$ cat config.mk
export PLATFORM = sky130hd
export DESIGN_NAME = ins_decode_buffer
export DESIGN_NICKNAME = d
export VERILOG_FILES = /design/src/rtl/ins_decode_buffer_pkg.sv /design/src/rtl/ins_decode_buffer_classify.sv /design/src/rtl/ins_decode_buffer.sv
export SDC_FILE = /design/constraint.sdc
export NUM_CORES = 1
export LEC_CHECK = 0
export CAP_MARGIN = 20
export CORE_MARGIN = 3
export CORE_UTILIZATION = 54
export DETAILED_ROUTE_END_ITERATION = 12
export GPL_TIMING_DRIVEN = 0
export PLACE_DENSITY = 0.86
export SYNTH_ARGS = -nofsm -noshare
export SYNTH_HDL_FRONTEND = slang
export SYNTH_SLANG_ARGS = --single-unit
export TNS_END_PERCENT = 20
$ cat constraint.sdc
create_clock -name CLK -period 13.9 [get_ports CLK]
set_clock_uncertainty 0.2 [all_clocks]
set_input_delay 2.78 -clock CLK [delete_from_list [all_inputs] [get_ports CLK]]
set_output_delay 2.78 -clock CLK [all_outputs]
set_load 0.02 [all_outputs]
$ cat src/rtl/ins_decode_buffer_pkg.sv
// Shared decode constants: immediate-format codes and RISC-V major opcodes.
// Imported by the decode buffer and the opcode classifier.
package ins_decode_buffer_pkg;

    typedef enum logic [2:0] {
        ITYPE = 3'd0,
        STYPE = 3'd1,
        BTYPE = 3'd2,
        UTYPE = 3'd3,
        JTYPE = 3'd4,
        NTYPE = 3'd5,
        RTYPE = 3'd6
    } ins_type_e;

    localparam logic [6:0] OP_LOAD      = 7'b0000011;
    localparam logic [6:0] OP_MISC_MEM  = 7'b0001111;
    localparam logic [6:0] OP_OP_IMM    = 7'b0010011;
    localparam logic [6:0] OP_AUIPC     = 7'b0010111;
    localparam logic [6:0] OP_OP_IMM_32 = 7'b0011011;
    localparam logic [6:0] OP_STORE     = 7'b0100011;
    localparam logic [6:0] OP_AMO       = 7'b0101111;
    localparam logic [6:0] OP_OP        = 7'b0110011;
    localparam logic [6:0] OP_LUI       = 7'b0110111;
    localparam logic [6:0] OP_OP_32     = 7'b0111011;
    localparam logic [6:0] OP_BRANCH    = 7'b1100011;
    localparam logic [6:0] OP_JALR      = 7'b1100111;
    localparam logic [6:0] OP_JAL       = 7'b1101111;
    localparam logic [6:0] OP_SYSTEM    = 7'b1110011;

endpackage

$ cat src/rtl/ins_decode_buffer_classify.sv
// ins_type_classify: maps an instruction opcode to its immediate-format code.
// Purely combinational so any decode stage can reuse it.
module ins_type_classify
    import ins_decode_buffer_pkg::*;
(
    input  logic [6:0] opcode_i,
    output logic [2:0] type_o,
    output logic       illegal_o
);

    ins_type_e type_d;
    logic      illegal_d;

    always_comb begin
        type_d    = NTYPE;
        illegal_d = 1'b1;
        // Compressed encodings (low bits != 11) are rejected outright.
        if (opcode_i[1:0] == 2'b11) begin
            case (opcode_i)
                OP_LOAD, OP_OP_IMM, OP_OP_IMM_32, OP_JALR, OP_MISC_MEM, OP_SYSTEM: begin
                    type_d    = ITYPE;
                    illegal_d = 1'b0;
                end
                OP_STORE: begin
                    type_d    = STYPE;
                    illegal_d = 1'b0;
                end
                OP_BRANCH: begin
                    type_d    = BTYPE;
                    illegal_d = 1'b0;
                end
                OP_LUI, OP_AUIPC: begin
                    type_d    = UTYPE;
                    illegal_d = 1'b0;
                end
                OP_JAL: begin
                    type_d    = JTYPE;
                    illegal_d = 1'b0;
                end
                OP_OP, OP_OP_32, OP_AMO: begin
                    type_d    = RTYPE;
                    illegal_d = 1'b0;
                end
                default: begin
                    type_d    = NTYPE;
                    illegal_d = 1'b1;
                end
            endcase
        end
    end

    assign type_o    = type_d;
    assign illegal_o = illegal_d;

endmodule

$ cat src/rtl/ins_decode_buffer.sv
// Decode front end: small FIFO of {PC, instruction, format, illegal} entries.
// Classification happens on write so the head entry drives outputs directly.
module ins_decode_buffer
    import ins_decode_buffer_pkg::*;
#(
    parameter int DEPTH    = 2,
    parameter int PC_WIDTH = 64
) (
    input  logic                CLK,
    input  logic                RST,
    input  logic                FLUSH,
    input  logic                IN_VALID,
    output logic                IN_READY,
    input  logic [PC_WIDTH-1:0] IN_PC,
    input  logic [31:0]         IN_INS,
    output logic                OUT_VALID,
    input  logic                OUT_READY,
    output logic [PC_WIDTH-1:0] OUT_PC,
    output logic [31:0]         OUT_INS,
    output logic [2:0]          OUT_TYPE,
    output logic [4:0]          OUT_RD,
    output logic [4:0]          OUT_RS1,
    output logic [4:0]          OUT_RS2,
    output logic                OUT_ILLEGAL
);

    localparam int PTR_W = (DEPTH > 1) ? $clog2(DEPTH) : 1;
    localparam int CNT_W = $clog2(DEPTH) + 1;

    logic [PC_WIDTH-1:0] pc_q   [DEPTH];
    logic [31:0]         ins_q  [DEPTH];
    logic [2:0]          type_q [DEPTH];
    logic                ill_q  [DEPTH];

    logic [PTR_W-1:0] wptr_q, wptr_d;
    logic [PTR_W-1:0] rptr_q, rptr_d;
    logic [CNT_W-1:0] count_q, count_d;

    logic       push, pop;
    logic [2:0] in_type;
    logic       in_illegal;

    ins_type_classify u_classify (
        .opcode_i  (IN_INS[6:0]),
        .type_o    (in_type),
        .illegal_o (in_illegal)
    );

    assign IN_READY  = (count_q != CNT_W'(DEPTH));
    assign OUT_VALID = (count_q != '0);
    assign push      = IN_VALID & IN_READY;
    assign pop       = OUT_VALID & OUT_READY;

    always_comb begin
        wptr_d  = wptr_q;
        rptr_d  = rptr_q;
        count_d = count_q;
        if (FLUSH) begin
            wptr_d  = '0;
            rptr_d  = '0;
            count_d = '0;
        end else begin
            if (push) wptr_d = wptr_q + PTR_W'(1);
            if (pop)  rptr_d = rptr_q + PTR_W'(1);
            case ({push, pop})
                2'b10:   count_d = count_q + CNT_W'(1);
                2'b01:   count_d = count_q - CNT_W'(1);
                default: count_d = count_q;
            endcase
        end
    end

    // Storage is cleared on reset so the idle outputs show zeros and ntype.
    always_ff @(posedge CLK) begin
        if (RST) begin
            wptr_q  <= '0;
            rptr_q  <= '0;
            count_q <= '0;
            for (int i = 0; i < DEPTH; i++) begin
                pc_q[i]   <= '0;
                ins_q[i]  <= '0;
                type_q[i] <= NTYPE;
                ill_q[i]  <= 1'b0;
            end
        end else begin
            wptr_q  <= wptr_d;
            rptr_q  <= rptr_d;
            count_q <= count_d;
            if (push && !FLUSH) begin
                pc_q[wptr_q]   <= IN_PC;
                ins_q[wptr_q]  <= IN_INS;
                type_q[wptr_q] <= in_type;
                ill_q[wptr_q]  <= in_illegal;
            end
        end
    end

    assign OUT_PC      = pc_q[rptr_q];
    assign OUT_INS     = ins_q[rptr_q];
    assign OUT_TYPE    = type_q[rptr_q];
    assign OUT_ILLEGAL = ill_q[rptr_q];
    assign OUT_RD      = ins_q[rptr_q][11:7];
    assign OUT_RS1     = ins_q[rptr_q][19:15];
    assign OUT_RS2     = ins_q[rptr_q][24:20];

endmodule

# [Yosys cells after proc, flatten, opt, wreduce, memory -nomap -nowiden]
# Memory sizes are Yosys's and may differ from the RTL's. A register that Yosys moved wholly into a read port is not among the register bits.
# Cells that the tools add are included.
[totals] register_bits=4 mem_bits_rw=200 in_bits=101 output_inout_bits=117 elab_cells=74 n_memories=4
[classes] addsub=4 n_eq_ne=18 mux=30 bitwise_logic=2 n_reduce_logical=13
[memory_table] name="pc_q" words=2 word_bits=64 rd=1 rd_clocked_by_memory_dff=1 write_ports=2 line_no="ins_decode_buffer.sv:30" source="logic [PC_WIDTH-1:0] pc_q [DEPTH];"
[memory_table] name="ins_q" words=2 word_bits=32 rd=1 rd_clocked_by_memory_dff=1 write_ports=2 line_no="ins_decode_buffer.sv:31" source="logic [31:0] ins_q [DEPTH];"
[memory_table] name="type_q" words=2 word_bits=3 rd=1 rd_clocked_by_memory_dff=1 write_ports=2 line_no="ins_decode_buffer.sv:32" source="logic [2:0] type_q [DEPTH];"
[memory_table] name="ill_q" words=2 word_bits=1 rd=1 rd_clocked_by_memory_dff=1 write_ports=2 line_no="ins_decode_buffer.sv:33" source="logic ill_q [DEPTH];"
[op_table] op="$mux 64" count=1
[op_table] op="$reduce_or 64->1" count=1
[op_table] op="$eq 7x6->1 const B" count=5
[op_table] op="$mux 32" count=1
[op_table] op="$reduce_or 32->1" count=1
[op_table] op="$eq 7x7->1 const B" count=4
[op_table] op="$mux 1" count=24
[op_table] op="$eq 7x5->1 const B" count=3
[op_table] op="$pmux 3 s6" count=1
[op_table] op="$reduce_or 14->1" count=1
[op_table] op="$eq 7x2->1 const B" count=1
[op_table] op="$eq 7x4->1 const B" count=1
[op_table] op="$mux 3" count=2
[op_table] op="$reduce_or 3->1" count=2
[op_table] op="$reduce_or 6->1" count=1
[op_table] op="$eq 2x2->1 const B" count=2
[op_table] op="$pmux 2 s2" count=1
[op_table] op="$reduce_bool 2->1" count=2
[op_table] op="$reduce_or 2->1" count=2
[op_table] op="$add 1x1->1 const B" count=2
[op_table] op="$add 2x1->2 const B" count=1
[op_table] op="$and 1x1->1" count=2
[op_table] op="$eq 2x1->1 const B" count=1
[op_table] op="$ne 2x2->1 const B" count=1
[op_table] op="4 further kinds" count=4

# [Longest topological paths before layout]
# Gate-level depths: netlist of run 1.
[depth] word_depth=8 depth_mapped=7 mapped_depth_nobuf=7

# [By module]
# Synthesis of run 1 repeated with hierarchy kept, for this count alone.
[unflattened] hier_cells=614 area_unflattened_um2=9300.2
[by_module_without_submodules] mod="ins_decode_buffer" instances=1 cells_per_inst=579 area_per_inst_um2=9068.7 seq_area_each_um2=6105.9
[by_module_without_submodules] mod="ins_type_classify" instances=1 cells_per_inst=35 area_per_inst_um2=231.5 seq_area_each_um2=0.0

# [Least setup slack after synthesis of run 1]
# No wires, ideal clock.
[synth_path] path_kind="input to register" start="input port FLUSH" end="memory ill_q[0], enable pin" setup_ns=0.476 arrival_time_ns=5.888 required_time_ns=13.224 setup_slack_ns=7.336 cell_stages=4 path_buffers=1 path_cell_list="or2_1 -> buf_6 -> or4_1 -> nand2b_1"
[synth_lines] item="from (decl)" line_no="ins_decode_buffer.sv:11" source="input logic FLUSH,"
[synth_lines] item="to (decl)" line_no="ins_decode_buffer.sv:33"

==> key figures, run 1 <==
Outcome
  – Status: finished, final reports clean

Clocking
  – Cts repair resizes: 0
  – Root Buffer Master: clkbuf_16
  – Worst-Skew Late Latency: 0.48 ns
  – H-tree levels: 1
  – Clock buffer count from CTS: 21
  – CTS tree: done
  – Post-CTS setup buffer count: 0
  – Clk buf depth: 3
  – CTS Sinks: 205
  – Hold_buf cts: 0
  – Clock-pin slew on the worst setup and hold paths: 0.06 ns

STA
  – Fmax: 173.6 MHz
  – Tcrit/Tclk final: 0.4144
  – Worst setup margin: 8.139 ns
  – Least-Margin Pin Slew: 0.7497 ns
  – # setup viols final: 0
  – Relative max-transition margin: 0.4965
  – Slew Limit Fails: 0
  – RSZ-0062 raised after global routing: false
  – Final-report hold violation count: 0
  – Total negative slack: 0 ns
  – Hold slack: 0.3282 ns
  – Final min period: 5.761 ns

GRT
  – Initial antenna violation count: 0
  – Vias in the first global route: 6012
  – Pin count of the biggest net entering global routing: 63
  – GRT overflow: 0
  – Global-route wire length before repair: 30490 um
  – GRT Overall Usage: 0.2098

Drt
  – Vias per Instance: 5.243
  – Drt wl/cell: 18.47 um
  – Overall routed net length: 20040 um
  – First-pass iteration count of the detailed router: 4
  – DRT iter0 DRCs: 325
  – Via count: 5689
  – # DRC: 0
  – Final ANT Viol Nets: 0

Placed design
  – IO Port Bufs: 216
  – RD Place Congestion: 0.8264
  – Place WS: 8.273 ns
  – Post-DP Area: 0.01174 mm^2
  – DP HPWL: 13850 um
  – Placed cells: 1047

Setup path
  – Critical Path Start Type: register
  – Reg2reg setup slack: 11.27 ns
  – CP required: 10.92 ns
  – Crit path max fanout: 10
  – WS Path Type: reg2out
  – CP endpoint kind: primary output
  – Crit path DAT: 2.78 ns

Synthesis
  – Asr flop ratio synth: 0
  – Avg Inst Size Synth: 15.15 um^2
  – Synthesized instance count: 609
  – Mapped Area: 0.009229 mm^2
  – Ys Warns: 0
  – Top post-synthesis cells by area: edfxtp_1, mux2_2, and2_1
  – Most common cell in the netlist: edfxtp_1
  – Synth cell count leaders: edfxtp_1, and2_1, mux2_2
  – #FFs+latches synth: 205
  – Seq/Total Area, Yosys: 0.6616
  – Area fraction of the dominant cell type after synthesis: 0.6508
  – EDFF count, synth: 200
  – Syn nets: 711
  – Ys flop type: edfxtp_1
  – Synth cell types: 44
  – Synth area leader: edfxtp_1

Finish
  – Final #Nets: 952
  – Area of the multi-input gates: 0.002798 mm^2
  – P&R area growth vs syn: 34.26%
  – Register area: 0.006106 mm^2
  – FILL cells: 1026
  – Layout Cells excl Fill: 1085
  – Util after Layout: 0.7445
  – Share of cells above drive strength 1: 0.2164
  – Post-route cell area: 0.01239 mm^2

Power
  – Total power: 1.437 mW
  – Leak pwr: 4.636 nW
  – Pwr dens: 116.0 mW/mm^2
  – VDD IR-drop max: 0.0001358 V

Flow run
  – Max-cap check violation count: 0

Floorplanning
  – Initial Util: 0.5545
  – Row cnt: 47
  – Num ports: 218
  – Core area: 0.01664 mm^2
  – Die Wd: 136.7 um
  – Die footprint: 0.01870 mm^2
  – Height of the die: 136.7 um

Min path
  – HP Class: reg2reg
state kept, by name (all words and copies together), names as in the netlist, named ones only:
name / flops
count_q: 2
ill_q: 2
ins_q: 64
pc_q: 128
rptr_q: 1
type_q: 6
wptr_q: 1
metal layers:
layer  part of all wire  vias to the layer above  routed length, um  global-route usage
met4              0.027                        0                538             0.06999
li1                   -                     2652                  -                   -
met2               0.53                      201              10700              0.3779
met5                  0                        -                  0                   0
met1               0.38                     2801               7597              0.2575
met3              0.060                       35               1199             0.03346
cell type report:
| cell class | instances | area share |
|---|---|---|
| flip-flops and latches | 205 | 0.4928 |
| multi-input cells | 350 | 0.2258 |
| repair buffers | 218 | 0.1789 |
| clock buffers | 30 | 0.04595 |
| plain buffers | 52 | 0.02686 |
| well taps | 220 | 0.02222 |
| clock inverters | 7 | 0.006665 |
| inverters | 2 | 0.0006059 |
| diodes | 1 | 0.0002020 |
power by group:
part | switching, mW | internal [mW] | leakage (nW)
logic | 0.0872 | 0.0955 | 2.21
registers | 0.00793 | 0.709 | 2.11
clock network | 0.216 | 0.321 | 0.319
total | 0.311 | 1.13 | 4.64
cells by family (layout without fill, tap and decap cells):
group,Yosys count,count (layout),share of synthesized area
simple gates,227,227,0.1608
flops,205,205,0.6616
mux,100,100,0.1220
buf+inv,54,309,0.03687
compound gates,18,18,0.01356
xor+xnor,4,4,0.003797
fa+ha+maj,1,1,0.001356
other cells,0,1,0
path summary, 6_finish.rpt:
path                            startpoint           to  cells after the start
worst max-delay path              register   OUT_RS2[4]                      5
worst max register to register  count_q[0]  pc_q[0][38]                      4
worst min register to register      rptr_q     register                      2
worst min-delay path                rptr_q     register                      2
cells in the final DEF (no fill, tap or decap), types with 2 or more instances in the layout:
master	count
nand3_1	3
and2_4	18
clkdlybuf4s50_1	216
nand3b_1	2
buf_4	15
o2111ai_1	2
a21oi_1	2
xnor2_1	2
edfxtp_1	200
dfxtp_1	5
a31oi_1	2
buf_8	2
bufinv_16	2
nand2b_4	2
clkinv_2	3
buf_16	2
nand2_1	2
a211oi_1	3
buf_2	10
and2_1	175
clkbuf_16	21
clkbuf_1	26
or3_1	2
nor2b_1	5
mux2_2	100
buf_6	6
nand2b_1	2
nor2_1	5
xor2_1	2
clkinv_1	2
o21ai_0	3
o21a_1	2
worst max-delay path, cell delays in order, from the launching register on:
cell and delay [ns]:
dfxtp_1 0.30, clkbuf_1 0.50, buf_2 0.40, mux2_2 0.42, buf_4 0.14, clkdlybuf4s50_1 0.54
(Power assumes the default switching activity.)
==> run 2: changes to the inputs <==
Settings changed: CORE_UTILIZATION 54 to 50, PLACE_DENSITY 0.86 to 0.8.
Clock period 13.9 ns to 5.9 ns, I/O delays scaled along.
==> key figures, run 2 (same netlist as run 1, synthesis figures left out) <==
Drt
  – Drt wl/cell: 17.95 um (was 18.47 um)
  – DRT iter0 DRCs: 258 (was 325)
  – Overall routed net length: 19600 um (was 20040 um)
  – Via count: 5568 (was 5689)
  – First-pass iteration count of the detailed router: 4 (unchanged)
  – Final ANT Viol Nets: 0 (unchanged)
  – # DRC: 0 (unchanged)
  – Vias per Instance: 5.099 (was 5.243)

GRT
  – GRT overflow: 0 (unchanged)
  – GRT Overall Usage: 0.1963 (was 0.2098)
  – Initial antenna violation count: 0 (unchanged)
  – Global-route wire length before repair: 31010 um (was 30490 um)
  – Vias in the first global route: 5985 (was 6012)
  – Pin count of the biggest net entering global routing: 67 (was 63)

Finish
  – Largest registers: pc_q: 128 flops, ins_q: 64 flops, type_q: 6 flops (unchanged)
  – Antenna diodes: 0 (was 1)
  – Most common cell after layout, fill and taps aside: clkdlybuf4s50_1 (unchanged)
  – Share of cells above drive strength 1: 0.2155 (was 0.2164)
  – Final #Nets: 952 (unchanged)
  – Most frequent cells in the layout: clkdlybuf4s50_1, edfxtp_1, and2_1 (unchanged)
  – P&R area growth vs syn: 33.89% (was 34.26%)
  – Largest Register: pc_q (unchanged)
  – Largest register FFs: 128 (unchanged)

Power
  – VDD IR-drop max: 0.0001882 V (was 0.0001358 V)
  – Flop pwr share: 0.512 (was 0.499)
  – Switching power: 0.7259 mW (was 0.3115 mW)
  – Power share of the clock group: 0.359 (was 0.374)
  – Pwr dens: 267.1 mW/mm^2 (was 116.0 mW/mm^2)
  – Leak pwr: 4.616 nW (was 4.636 nW)
  – Net Sw Frac: 0.2200 (was 0.2167)
  – Combinational Power Share: 0.130 (was 0.127)
  – Internal Pwr Total: 2.574 mW (was 1.126 mW)

Setup path
  – CP endpoint kind: primary output (unchanged)
  – CP required: 4.52 ns (was 10.92 ns)
  – Critical Path Start Type: register (unchanged)
  – WS Path Type: reg2out (unchanged)
  – Crit path max fanout: 10 (unchanged)
  – Crit-path cells: clkbuf_1 > buf_2 > mux2_2 > buf_4 > clkdlybuf4s50_1 (unchanged)
  – Worst Path Buf+Inv: 4 (unchanged)
  – Max incr delay on CP: 0.54 ns (about the same)
  – Critical path's slowest cell: clkdlybuf4s50_1 (unchanged)
  – Crit path DAT: 2.73 ns (was 2.78 ns)
  – CP delay by family, top: buffers and inverters (unchanged)

STA
  – Slew Limit Fails: 0 (unchanged)
  – Least-Margin Pin Slew: 0.7641 ns (was 0.7497 ns)
  – Final-report hold violation count: 0 (unchanged)
  – Final min period: 4.112 ns
  – RSZ-0062 raised after global routing: false (unchanged)
  – Hold slack: 0.3166 ns (was 0.3282 ns)
  – Worst setup margin: 1.788 ns (was 8.139 ns)
  – Relative max-transition margin: 0.4868 (was 0.4965)
  – Fmax: 243.2 MHz
  – # setup viols final: 0 (unchanged)
  – Tcrit/Tclk final: 0.6970

Clocking
  – Post-CTS setup buffer count: 0 (unchanged)
  – CTS Sinks: 205 (unchanged)
  – Clk buf depth: 3 (unchanged)
  – Root Buffer Master: clkbuf_16 (unchanged)
  – Clock-pin slew on the worst setup and hold paths: 0.06 ns (about the same)
  – Worst-Skew Late Latency: 0.48 ns (about the same)
  – H-tree levels: 1 (unchanged)
  – Cts repair resizes: 0 (unchanged)
  – Clock buffer count from CTS: 21 (unchanged)
  – CTS tree: done (unchanged)
  – Hold_buf cts: 0 (unchanged)

Min path
  – HP Class: reg2reg (unchanged)

Floorplanning
  – Initial Util: 0.5120 (was 0.5545)
  – Num ports: 218 (unchanged)
  – Die Wd: 141.9 um (was 136.7 um)
  – Height of the die: 141.9 um (was 136.7 um)
  – Die footprint: 0.02012 mm^2 (was 0.01870 mm^2)
  – Row cnt: 49 (was 47)
  – Core area: 0.01802 mm^2 (was 0.01664 mm^2)

Placed design
  – Place WS: 1.904 ns (was 8.273 ns)
  – RD Place Congestion: 0.8370 (was 0.8264)
  – DP HPWL: 13590 um (was 13850 um)
  – IO Port Bufs: 216 (unchanged)

Flow run
  – Max-cap check violation count: 0 (unchanged)

Outcome
  – Status: finished, final reports clean (unchanged)
[run 2: metrics by stage]
stage / cell area [um^2] / cells / utilization / power, mW / TNS [ns]
after floorplan: 9229 / 609 / - / 1.928 / 0
after global placement: 11680 / 1054 / 0.6479 / 2.144 / -93.91
after detailed placement: 11750 / 1056 / 0.6517 / 2.151 / 0
after CTS: 12360 / 1092 / 0.6855 / 3.334 / 0
after global routing: 12360 / 1092 / 0.6855 / 3.424 / 0
final: 12360 / 1092 / 0.6855 / 3.300 / 0
[run 2: routing by layer]
| layer | vias up | part of all wire | track usage |
|---|---|---|---|
| li1 | 2641 | - | - |
| met1 | 2704 | 0.39 | 0.2420 |
| met2 | 190 | 0.52 | 0.3527 |
| met3 | 33 | 0.064 | 0.03505 |
| met4 | 0 | 0.024 | 0.05960 |
| met5 | - | 0 | 0 |
[run 2: final cells by class]
cell class / count / area, um^2
Clock buffer: 29 / 575.6
Timing Repair Buffer: 218 / 2217
Inverter: 2 / 7.507
Tap cell: 229 / 286.5
Multi-Input combinational cell: 350 / 2798
Clock inverter: 7 / 33.78
Buffer: 52 / 332.8
Sequential cell: 205 / 6106
Fill cell: 1252 / 5668
[run 2: final timing paths]
kind	depth (start not counted)	slack (ns)	from	to
max	5	1.79	register	OUT_RD[3]
min	2	0.32	rptr_q	register
max reg2reg	4	3.33	count_q[0]	pc_q[0][32]
min reg2reg	2	0.32	rptr_q	register
[run 2: worst reg2reg max path, stage by stage (launching register included)]
cell and delay [ns]:
dfxtp_1 0.47, nor2b_4 0.10, or4_1 0.57, nand2b_4 0.45, buf_16 0.36
[run 2: power groups by stage]
stage	sequential (mW)	combinational, mW	clock [mW]
after floorplan	1.72	0.207	0
after CTS	1.69	0.433	1.21
final	1.69	0.427	1.18
after global routing	1.70	0.455	1.27
after detailed placement	1.72	0.430	0
after global placement	1.73	0.416	0
==> run 3: changes to the inputs <==
Clock period 5.9 ns to 3.8 ns, I/O delays scaled along.
==> key figures, run 3 (same netlist as run 1, synthesis figures left out) <==
Finish
  – Util after Layout: 0.6865 (was 0.6855)
  – P&R area growth vs syn: 34.07% (was 33.89%)
  – Most frequent cells in the layout: clkdlybuf4s50_1, edfxtp_1, and2_1 (unchanged)
  – Share of cells above drive strength 1: 0.2176 (was 0.2155)
  – Largest register FFs: 128 (unchanged)
  – Post-route cell area: 0.01237 mm^2 (was 0.01236 mm^2)
  – Layout Cells excl Fill: 1094 (was 1092)
  – Largest Register: pc_q (unchanged)
  – Most common cell after layout, fill and taps aside: clkdlybuf4s50_1 (unchanged)
  – Final #Nets: 951 (was 952)
  – Largest registers: pc_q: 128 flops, ins_q: 64 flops, type_q: 6 flops (unchanged)
  – FILL cells: 1275 (was 1252)
  – Register area: 0.006106 mm^2 (unchanged)
  – Area of the multi-input gates: 0.002798 mm^2 (unchanged)

Placed design
  – Post-DP Area: 0.01175 mm^2 (unchanged)
  – Place WS: 0.1447 ns (was 1.904 ns)
  – RD Place Congestion: 0.7472 (was 0.8370)
  – DP HPWL: 13920 um (was 13590 um)
  – IO Port Bufs: 216 (unchanged)
  – Placed cells: 1056 (unchanged)

STA
  – Slew Limit Fails: 0 (unchanged)
  – RSZ-0062 raised after global routing: false (unchanged)
  – Tcrit/Tclk final: 0.9286
  – Least-Margin Pin Slew: 0.8379 ns (was 0.7641 ns)
  – Final min period: 3.529 ns
  – Hold slack: 0.3201 ns (was 0.3166 ns)
  – Final-report hold violation count: 0 (unchanged)
  – Total negative slack: 0 ns (unchanged)
  – Fmax: 283.4 MHz
  – Relative max-transition margin: 0.4270 (was 0.4868)
  – # setup viols final: 0 (unchanged)
  – Worst setup margin: 0.2713 ns (was 1.788 ns)

Floorplanning
  – Initial Util: 0.5120 (unchanged)
  – Die Wd: 141.9 um (unchanged)
  – Row cnt: 49 (unchanged)
  – Num ports: 218 (unchanged)
  – Die footprint: 0.02012 mm^2 (unchanged)
  – Core area: 0.01802 mm^2 (unchanged)
  – Height of the die: 141.9 um (unchanged)

Drt
  – Via count: 5589 (was 5568)
  – First-pass iteration count of the detailed router: 7 (was 4)
  – # DRC: 0 (unchanged)
  – Vias per Instance: 5.109 (was 5.099)
  – DRT iter0 DRCs: 211 (was 258)
  – Overall routed net length: 20040 um (was 19600 um)
  – Drt wl/cell: 18.32 um (was 17.95 um)
  – Final ANT Viol Nets: 0 (unchanged)

Power
  – Total power: 5.183 mW (was 3.300 mW)
  – Pwr dens: 418.9 mW/mm^2 (was 267.1 mW/mm^2)
  – Leak pwr: 4.626 nW (was 4.616 nW)
  – VDD IR-drop max: 0.0003479 V (was 0.0001882 V)

Setup path
  – Crit path max fanout: 10 (unchanged)
  – CP delay by family, top: buffers and inverters (unchanged)
  – WS Path Type: reg2out (unchanged)
  – CP endpoint kind: primary output (unchanged)
  – CP required: 2.84 ns (was 4.52 ns)
  – Worst Path Buf+Inv: 3 (was 4)
  – Max incr delay on CP: 0.64 ns (was 0.54 ns)
  – Critical path's slowest cell: dfxtp_1 (was clkdlybuf4s50_1)
  – Crit path DAT: 2.57 ns (was 2.73 ns)
  – Critical Path Start Type: register (unchanged)
  – Crit-path cells: buf_2 > mux2_2 > buf_4 > clkdlybuf4s50_1 (was clkbuf_1 > buf_2 > mux2_2 > buf_4 > clkdlybuf4s50_1)

Clocking
  – Clock buffer count from CTS: 21 (unchanged)
  – H-tree levels: 1 (unchanged)
  – Hold_buf cts: 0 (unchanged)
  – CTS tree: done (unchanged)
  – Cts repair resizes: 0 (unchanged)
  – Clk buf depth: 3 (unchanged)
  – Root Buffer Master: clkbuf_16 (unchanged)
  – CTS Sinks: 205 (unchanged)
  – Worst-Skew Late Latency: 0.48 ns (about the same)
  – Post-CTS setup buffer count: 0 (unchanged)
  – Clock-pin slew on the worst setup and hold paths: 0.06 ns (about the same)

GRT
  – Pin count of the biggest net entering global routing: 52 (was 67)
  – GRT overflow: 0 (unchanged)
  – Global-route wire length before repair: 31010 um (unchanged)
  – Vias in the first global route: 5996 (was 5985)
  – Initial antenna violation count: 1 (was 0)
  – GRT Overall Usage: 0.1958 (was 0.1963)

Outcome
  – Status: finished, final reports clean (unchanged)

Flow run
  – Max-cap check violation count: 0 (unchanged)

Min path
  – HP Class: reg2reg (unchanged)
## run 3: cell type report
type	instances	area share
repair buffers	218	0.1792
inverters	2	0.0006067
clock inverters	9	0.005764
well taps	229	0.02316
flip-flops and latches	205	0.4935
diodes	1	0.0002022
plain buffers	51	0.02660
clock buffers	29	0.04490
multi-input cells	350	0.2261
## run 3: report_power, final
group	leakage, nW	switching, mW	total, mW	internal [mW]
Combinational	2.21	0.316	0.665	0.349
Clock	0.310	0.800	1.89	1.09
Sequential	2.11	0.0304	2.63	2.60
## run 3: worst paths after layout
path,cells past startpoint,slack (ns),start,endpoint
hold reg to reg,2,0.32,rptr_q,register
hold / removal,2,0.32,rptr_q,register
setup / recovery,4,0.27,register,OUT_RS2[0]
setup reg to reg,4,1.17,count_q[0],pc_q[0][52]
## run 3: worst min-delay path, stage by stage, from the launching register on
cell and delay, ns:
dfxtp_1 0.33, xnor2_1 0.08, nor2_1 0.08
## run 3: metal layers
metal / up-vias / global-route usage / wire length (um)
li1: 2651 / - / -
met5: - / 0 / 0
met3: 27 / 0.03168 / 1063
met4: 0 / 0.05253 / 346
met2: 155 / 0.3667 / 10870
met1: 2756 / 0.2329 / 7758
